--- config.mk ---
export PLATFORM = sky130hd
export DESIGN_NAME = alu_mc
export DESIGN_NICKNAME = d
export VERILOG_FILES = /design/src/rtl/alu_mc.sv
export SDC_FILE = /design/constraint.sdc
export NUM_CORES = 1
export LEC_CHECK = 0
export CAP_MARGIN = 20
export CORE_UTILIZATION = 61
export DETAILED_ROUTE_END_ITERATION = 16
export PLACE_DENSITY = 0.93
export REMOVE_ABC_BUFFERS = 1
export SYNTH_ARGS = -nofsm -noshare
export SYNTH_HDL_FRONTEND = slang
export SYNTH_SLANG_ARGS = --single-unit
--- constraint.sdc ---
create_clock -name clk -period 15.2 [get_ports clk]
set_clock_uncertainty 0.2 [all_clocks]
set_input_delay 2.28 -clock clk [delete_from_list [all_inputs] [get_ports clk]]
set_output_delay 2.28 -clock clk [all_outputs]
set_load 0.1 [all_outputs]
--- src/rtl/alu_mc.sv ---
// ---------------------------------------------------------------------------
// alu_mc : multi-cycle datapath ALU with valid/ready handshakes.
//
// Eight operations. Seven of them finish in a single cycle: ADD, SUB, AND,
// NOTB, OR, XOR and SHL. The eighth, MUL, is an iterative shift-add that
// takes WIDTH cycles. The result and the {N,V,Z} status are registered. They
// stay stable while out_valid is high, until the consumer asserts out_ready.
//
// Ports
//   clk        in   rising-edge clock
//   rst_n      in   asynchronous active-low reset
//   in_valid   in   ALUop/Ain/Bin are valid this cycle
//   in_ready   out  an operation can be accepted this cycle
//   ALUop      in   [2:0] operation select
//   Ain, Bin   in   [WIDTH-1:0] operands
//   out_valid  out  out/status hold a completed result
//   out_ready  in   consumer takes the result this cycle
//   out        out  [WIDTH-1:0] registered result
//   status     out  [2:0] {N,V,Z}
// ---------------------------------------------------------------------------
module alu_mc #(
    parameter int WIDTH = 16
) (
    input  logic             clk,
    input  logic             rst_n,
    input  logic             in_valid,
    output logic             in_ready,
    input  logic [2:0]       ALUop,
    input  logic [WIDTH-1:0] Ain,
    input  logic [WIDTH-1:0] Bin,
    output logic             out_valid,
    input  logic             out_ready,
    output logic [WIDTH-1:0] out,
    output logic [2:0]       status
);

    // Number of Bin LSBs used as the shift amount.
    localparam int SHW = $clog2(WIDTH);

    // Count value during the final multiply iteration.
    localparam logic [SHW-1:0] COUNT_LAST = SHW'(WIDTH - 1);

    localparam logic [2:0] OP_ADD  = 3'b000;
    localparam logic [2:0] OP_SUB  = 3'b001;
    localparam logic [2:0] OP_AND  = 3'b010;
    localparam logic [2:0] OP_NOTB = 3'b011;
    localparam logic [2:0] OP_OR   = 3'b100;
    localparam logic [2:0] OP_XOR  = 3'b101;
    localparam logic [2:0] OP_SHL  = 3'b110;
    localparam logic [2:0] OP_MUL  = 3'b111;

    typedef enum logic [1:0] {
        ST_IDLE = 2'b00,
        ST_MUL  = 2'b01,
        ST_DONE = 2'b10
    } state_t;

    // -----------------------------------------------------------------------
    // Helper functions
    // -----------------------------------------------------------------------

    // Result of a single-cycle op. MUL is produced by the iterative path, so
    // it yields zero here and is never selected from this function.
    function automatic logic [WIDTH-1:0] alu_result(
        input logic [2:0]       op,
        input logic [WIDTH-1:0] a,
        input logic [WIDTH-1:0] b
    );
        logic [WIDTH-1:0] r;
        case (op)
            OP_ADD:  r = a + b;
            OP_SUB:  r = a - b;
            OP_AND:  r = a & b;
            OP_NOTB: r = ~b;
            OP_OR:   r = a | b;
            OP_XOR:  r = a ^ b;
            OP_SHL:  r = a << b[SHW-1:0];
            default: r = {WIDTH{1'b0}};
        endcase
        return r;
    endfunction

    // Signed-overflow flag for a single-cycle op. SUB uses the ~Bin form of
    // the ADD rule, because a-b is computed as a + ~b + 1.
    function automatic logic alu_overflow(
        input logic [2:0]       op,
        input logic [WIDTH-1:0] a,
        input logic [WIDTH-1:0] b,
        input logic [WIDTH-1:0] r
    );
        logic v;
        logic [WIDTH-1:0] nb;
        nb = ~b;
        case (op)
            OP_ADD:  v = (a[WIDTH-1] == b[WIDTH-1])  && (r[WIDTH-1] != a[WIDTH-1]);
            OP_SUB:  v = (a[WIDTH-1] == nb[WIDTH-1]) && (r[WIDTH-1] != a[WIDTH-1]);
            default: v = 1'b0;
        endcase
        return v;
    endfunction

    // Pack {N,V,Z} from a result and its overflow bit.
    function automatic logic [2:0] make_status(
        input logic [WIDTH-1:0] r,
        input logic             v
    );
        return {r[WIDTH-1], v, (r == {WIDTH{1'b0}})};
    endfunction

    // -----------------------------------------------------------------------
    // State and datapath registers
    // -----------------------------------------------------------------------
    state_t             state_r;
    logic [WIDTH-1:0]   out_r;
    logic [2:0]         status_r;
    logic               out_valid_r;
    logic [WIDTH-1:0]   mcand_r;
    logic [WIDTH-1:0]   mplier_r;
    logic [2*WIDTH-1:0] acc_r;
    logic [SHW-1:0]     count_r;

    logic               in_ready_s;
    logic               accept_s;
    logic [WIDTH-1:0]   alu_res_s;
    logic               alu_v_s;
    logic [2*WIDTH-1:0] mul_addend_s;
    logic [2*WIDTH-1:0] acc_next_s;
    logic               mul_last_s;
    logic [2:0]         mul_status_s;

    // Handshake. In DONE, ready follows out_ready so that the consumer taking
    // a result and a new accept can happen on the same edge.
    always_comb begin
        in_ready_s = 1'b0;
        case (state_r)
            ST_IDLE: in_ready_s = 1'b1;
            ST_DONE: in_ready_s = out_ready;
            default: in_ready_s = 1'b0;
        endcase
        accept_s = in_valid & in_ready_s;
    end

    // Single-cycle result and flags, computed straight from the ports.
    always_comb begin
        alu_res_s = alu_result(ALUop, Ain, Bin);
        alu_v_s   = alu_overflow(ALUop, Ain, Bin, alu_res_s);
    end

    // One shift-add step. The multiplicand is placed at bit position count_r
    // rather than shifted in place, which keeps mcand_r constant for the
    // whole operation.
    always_comb begin
        if (mplier_r[0]) begin
            mul_addend_s = {{WIDTH{1'b0}}, mcand_r} << count_r;
        end else begin
            mul_addend_s = {(2*WIDTH){1'b0}};
        end
        acc_next_s   = acc_r + mul_addend_s;
        mul_last_s   = (count_r == COUNT_LAST);
        // V for MUL reports that the upper half of the full product is nonzero.
        mul_status_s = make_status(acc_next_s[WIDTH-1:0],
                                   (acc_next_s[2*WIDTH-1:WIDTH] != {WIDTH{1'b0}}));
    end

    // Controller FSM and result/status registers.
    always_ff @(posedge clk or negedge rst_n) begin
        if (!rst_n) begin
            state_r     <= ST_IDLE;
            out_r       <= {WIDTH{1'b0}};
            status_r    <= 3'b000;
            out_valid_r <= 1'b0;
            mcand_r     <= {WIDTH{1'b0}};
            mplier_r    <= {WIDTH{1'b0}};
            acc_r       <= {(2*WIDTH){1'b0}};
            count_r     <= {SHW{1'b0}};
        end else if (accept_s) begin
            // An accept can only happen from IDLE, or from DONE while the
            // consumer is taking the result. Both cases start the new op.
            if (ALUop == OP_MUL) begin
                mcand_r     <= Ain;
                mplier_r    <= Bin;
                acc_r       <= {(2*WIDTH){1'b0}};
                count_r     <= {SHW{1'b0}};
                out_valid_r <= 1'b0;
                state_r     <= ST_MUL;
            end else begin
                out_r       <= alu_res_s;
                status_r    <= make_status(alu_res_s, alu_v_s);
                out_valid_r <= 1'b1;
                state_r     <= ST_DONE;
            end
        end else begin
            case (state_r)
                ST_IDLE: begin
                    state_r <= ST_IDLE;
                end
                ST_MUL: begin
                    acc_r    <= acc_next_s;
                    mplier_r <= mplier_r >> 1;
                    count_r  <= count_r + SHW'(1);
                    // A zero multiplier still runs every iteration; there is
                    // no early exit.
                    if (mul_last_s) begin
                        out_r       <= acc_next_s[WIDTH-1:0];
                        status_r    <= mul_status_s;
                        out_valid_r <= 1'b1;
                        state_r     <= ST_DONE;
                    end else begin
                        state_r     <= ST_MUL;
                    end
                end
                ST_DONE: begin
                    // out/status keep their value after the result is
                    // consumed; only out_valid drops.
                    if (out_ready) begin
                        out_valid_r <= 1'b0;
                        state_r     <= ST_IDLE;
                    end else begin
                        state_r     <= ST_DONE;
                    end
                end
                default: begin
                    out_valid_r <= 1'b0;
                    state_r     <= ST_IDLE;
                end
            endcase
        end
    end

    assign in_ready  = in_ready_s;
    assign out_valid = out_valid_r;
    assign out       = out_r;
    assign status    = status_r;

endmodule

==> impl_results.html <==
<table>
<tr><th>Metric</th><th>Value</th></tr>
<tr><th colspan="2">Run status</th></tr>
<tr><td>Status</td><td>finished clean</td></tr>
<tr><th colspan="2">Synth</th></tr>
<tr><td>Post-synthesis cell area</td><td>9090 sq um</td></tr>
<tr><td>Synth warn</td><td>0</td></tr>
<tr><td>Count of unique library cells instantiated by Yosys</td><td>between 70 and 80</td></tr>
<tr><td>Sequential fraction of the synthesis area</td><td>24.5%</td></tr>
<tr><td>Proportion of register bits with asynchronous set or reset after synthesis</td><td>100%</td></tr>
<tr><td>Mean area per synthesized cell</td><td>7.73 sq um</td></tr>
<tr><td>Main area contributors after synthesis</td><td>sky130_fd_sc_hd__dfrtp_1 (24%), sky130_fd_sc_hd__ha_1 (12%), sky130_fd_sc_hd__nand2_1 (6.2%)</td></tr>
<tr><td>Cell type with the highest aggregate area in the netlist</td><td>sky130_fd_sc_hd__dfrtp_1</td></tr>
<tr><td>Area share of the largest cell type after synthesis</td><td>24.5%</td></tr>
<tr><td>Count of flip-flops with a built-in enable after synthesis</td><td>0</td></tr>
<tr><td>Number of storage elements in the synthesis netlist</td><td>89</td></tr>
<tr><td>Top FF cell, synth</td><td>sky130_fd_sc_hd__dfrtp_1</td></tr>
<tr><td>Synthesized instance count</td><td>1,176</td></tr>
<tr><th colspan="2">Clocking</th></tr>
<tr><td>Longest Clk Path Bufs</td><td>2</td></tr>
<tr><td>Clk pin slew, worst setup/hold paths</td><td>about 0.07 ns</td></tr>
<tr><td>Clock tree from TritonCTS</td><td>yes</td></tr>
<tr><td>Hold Buf Count CTS</td><td>0</td></tr>
<tr><td>Post-CTS setup buffers</td><td>0</td></tr>
<tr><td>Buffer cell driving the clock tree root</td><td>sky130_fd_sc_hd__clkbuf_16</td></tr>
<tr><td>Maximum level of the CTS H-tree</td><td>3</td></tr>
<tr><td>Clk Latency, worst-skew pair</td><td>0.36 ns</td></tr>
<tr><td>Clock buffer count from CTS</td><td>9</td></tr>
<tr><td>Clock sinks</td><td>89</td></tr>
<tr><td>Total of cells resized after clock tree synthesis</td><td>0</td></tr>
<tr><th colspan="2">Drt</th></tr>
<tr><td>Detailed-route DRC error count</td><td>0</td></tr>
<tr><td>Via count</td><td>9,373</td></tr>
<tr><td>ANT nets after route</td><td>0</td></tr>
<tr><td>Starting DRC count in detailed routing</td><td>roughly 1,100</td></tr>
<tr><td>Detailed-routing iteration count for the pre-antenna-repair pass</td><td>6</td></tr>
<tr><td>Drt wl/cell</td><td>21.2 um</td></tr>
<tr><td>Final wirelength</td><td>29,100 um</td></tr>
<tr><td>Detail-routed via count per cell</td><td>between 6 and 7</td></tr>
<tr><th colspan="2">Power and ir drop</th></tr>
<tr><td>Post-layout total power</td><td>0.00131 W</td></tr>
<tr><td>Lkg Pwr</td><td>4.56 nW</td></tr>
<tr><td>Maximum resistive drop on vdd</td><td>0.159 mV</td></tr>
<tr><td>Total power density per cell area</td><td>131 nW/um^2</td></tr>
<tr><th colspan="2">Timing</th></tr>
<tr><td>Minimum period implied by the final worst setup slack</td><td>7.43 ns</td></tr>
<tr><td>Measured slew at the worst slew-check pin</td><td>around 1.0 ns</td></tr>
<tr><td>Post-Route Hold Slack</td><td>0.283 ns</td></tr>
<tr><td>Count of final max-slew check failures</td><td>0</td></tr>
<tr><td>Fmax achieved</td><td>0.135 GHz</td></tr>
<tr><td>Max-slew headroom at the worst pin</td><td>31.0%</td></tr>
<tr><td>RSZ-0062 raised after global routing</td><td>false</td></tr>
<tr><td>Final Hold Fails</td><td>0</td></tr>
<tr><td>Setup TNS</td><td>0 ns</td></tr>
<tr><td>Post-route fraction of the period consumed by the critical path</td><td>48.9%</td></tr>
<tr><td>Final setup vio count</td><td>0</td></tr>
<tr><th colspan="2">Floorplan</th></tr>
<tr><td>Horizontal extent of the die</td><td>approximately 120 um</td></tr>
<tr><td>Die height</td><td>124 um</td></tr>
<tr><td>Placeable core area</td><td>approximately 15,000 sq um</td></tr>
<tr><td>Std cell rows</td><td>44</td></tr>
<tr><td>Count of boundary I/O pins</td><td>60</td></tr>
<tr><td>Floorplan die area</td><td>between 15,000 and 20,000 sq um</td></tr>
<tr><td>Starting density of the core</td><td>62.6%</td></tr>
<tr><th colspan="2">GRT</th></tr>
<tr><td>Overall Global Routing Usage</td><td>38.8%</td></tr>
<tr><td>Gr ovfl total</td><td>0</td></tr>
<tr><td>Vias in the first global route</td><td>8,486</td></tr>
<tr><td>Global-route wire length before repair</td><td>~45,000 um</td></tr>
<tr><td>Pin count of the biggest net entering global routing</td><td>70</td></tr>
<tr><td>Initial antenna violation count</td><td>0</td></tr>
<tr><th colspan="2">Critical path</th></tr>
<tr><td>Reg-to-reg startpoint</td><td>count_r[1]</td></tr>
<tr><td>Crit. End Element</td><td>flip-flop</td></tr>
<tr><td>Start-to-end type of the worst setup path</td><td>in2reg</td></tr>
<tr><td>Worst endpoint required time</td><td>15.29 ns</td></tr>
<tr><td>R2R cell count</td><td>16</td></tr>
<tr><td>Reg-to-reg endpoint</td><td>status[1]</td></tr>
<tr><td>Worst Setup SP</td><td>ALUop[1]</td></tr>
<tr><td>Max FO, Critical Path</td><td>23</td></tr>
<tr><td>Data arrival, critical path</td><td>7.53 ns</td></tr>
<tr><td>Setup crit start kind</td><td>primary input</td></tr>
<tr><td>Register-to-register setup slack</td><td>between 9 and 10 ns</td></tr>
<tr><td>CP endpoint</td><td>status[0]</td></tr>
<tr><th colspan="2">Placement</th></tr>
<tr><td>Port-buffer cells</td><td>just under 60</td></tr>
<tr><td>DPL Wire Length</td><td>21,900 um</td></tr>
<tr><td>Last weighted congestion value of the routability-driven placer</td><td>0.985</td></tr>
<tr><th colspan="2">Hold path</th></tr>
<tr><td>Class of the most critical hold timing path</td><td>reg2reg</td></tr>
<tr><th colspan="2">Cells and area</th></tr>
<tr><td>Share of the core filled with cells</td><td>approximately 70%</td></tr>
<tr><td>Antenna Cells</td><td>0</td></tr>
<tr><td>Area delta synth-&gt;final</td><td>10.6%</td></tr>
<tr><td>Final layout net count</td><td>1,310</td></tr>
<tr><td>Share of post-route cells with drive strength above 1</td><td>4.96%</td></tr>
<tr><th colspan="2">Job</th></tr>
<tr><td>Number of max-capacitance violations reported</td><td>0</td></tr>
</table>
synthesized netlist by cell type (all sizes together) (14+ instances only):
cell type    n
nor2b       18
mux2i       39
a211oi      19
nand2      151
o21ai      115
a22o        20
a31oi       17
nand3       15
clkbuf      57
dfrtp       89
xnor2       33
inv         49
nor2       109
nor3        23
nand2b      14
a21oi      103
xor2        21
ha          84
metrics by stage:
stage	worst slack, ns	std cells	cell area (sq um)
2_1_floorplan	8.22	1106	8830
3_3_place_gp	7.61	1358	9720
3_5_place_dp	7.56	1358	9720
4_1_cts	7.92	1374	10100
5_1_grt	7.47	1374	10100
6_report	7.77	1374	10100
worst max-delay path, cell delays in order:
cell                              delay, ns
sky130_fd_sc_hd__clkdlybuf4s50_1       0.85
sky130_fd_sc_hd__or2_2                 0.63
sky130_fd_sc_hd__nor2_1                0.70
sky130_fd_sc_hd__mux2_2                0.44
sky130_fd_sc_hd__fa_1                  0.42
sky130_fd_sc_hd__nand2b_1              0.18
sky130_fd_sc_hd__a21oi_1               0.22
sky130_fd_sc_hd__nor3_1                0.12
sky130_fd_sc_hd__o311ai_1              0.56
sky130_fd_sc_hd__mux2i_1               0.15
sky130_fd_sc_hd__o32ai_1               0.42
sky130_fd_sc_hd__o211ai_1              0.15
sky130_fd_sc_hd__nor4_1                0.20
sky130_fd_sc_hd__a31o_1                0.17
power by group:
part           total [W]  switching [W]  internal (W)
Clock           0.000256       0.000105      0.000151
Sequential      0.000374      0.0000745      0.000300
Combinational   0.000684       0.000459      0.000224
Total            0.00131       0.000639      0.000675
cells by family after synthesis:
family / count (synthesis) / synth area share (%)
multiplexers: 59 / 7.64
AO/OA/AOI/OAI: 375 / 25.9
buffers and inverters: 122 / 5.08
flip-flops: 89 / 24.5
adder cells (fa/ha/maj): 86 / 12.0
XOR/XNOR: 54 / 5.20
AND/OR/NAND/NOR: 391 / 19.7
routing by layer:
metal,up-vias,share of wire (%),track usage (%)
met5,-,0,0
met4,0,4.4,18.0
met3,91,10,9.34
met2,576,43,58.3
met1,4440,42,52.4
li1,4266,-,-
how the worst min path moves through the flow:
stage	startpoint	endpoint	slack (ns)	cells past startpoint
5_1_grt	mplier_r[14]	mplier_r[14]	0.30	2
2_1_floorplan	mplier_r[10]	mplier_r[10]	0.25	2
3_5_place_dp	mplier_r[14]	mplier_r[14]	0.27	2
3_3_place_gp	mplier_r[14]	mplier_r[14]	0.26	2
4_1_cts	mplier_r[14]	mplier_r[14]	0.29	2
6_report	mplier_r[14]	mplier_r[14]	0.28	2
area by class of cell:
cell class | count | area (sq um)
clock buffers | 10 | 239
clock inverters | 6 | 97.6
fillers | 1195 | 4480
inverters | 52 | 195
multi-input cells | 965 | 6410
flip-flops and latches | 89 | 2230
well taps | 184 | 230
repair buffers | 68 | 656
cells in the final DEF, fill, tap and decap left out, types with 15 or more instances in the layout:
master,instances
sky130_fd_sc_hd__nand2_1,151
sky130_fd_sc_hd__o21ai_0,113
sky130_fd_sc_hd__nor2_1,108
sky130_fd_sc_hd__a21oi_1,102
sky130_fd_sc_hd__dfrtp_1,89
sky130_fd_sc_hd__ha_1,84
sky130_fd_sc_hd__clkdlybuf4s50_1,58
sky130_fd_sc_hd__inv_1,48
sky130_fd_sc_hd__mux2i_1,39
sky130_fd_sc_hd__xnor2_1,33
sky130_fd_sc_hd__nor3_1,23
sky130_fd_sc_hd__xor2_1,21
sky130_fd_sc_hd__a22o_1,20
sky130_fd_sc_hd__a211oi_1,19
sky130_fd_sc_hd__nor2b_1,18
sky130_fd_sc_hd__a31oi_1,17
sky130_fd_sc_hd__nand3_1,15
sequential cells by signal (all words and copies together), names as in the netlist:
signal	count
acc_r	32
count_r	4
mcand_r	16
mplier_r	16
out	16
out_valid	1
state_r	2
status	2
(Power assumes the default switching activity.)
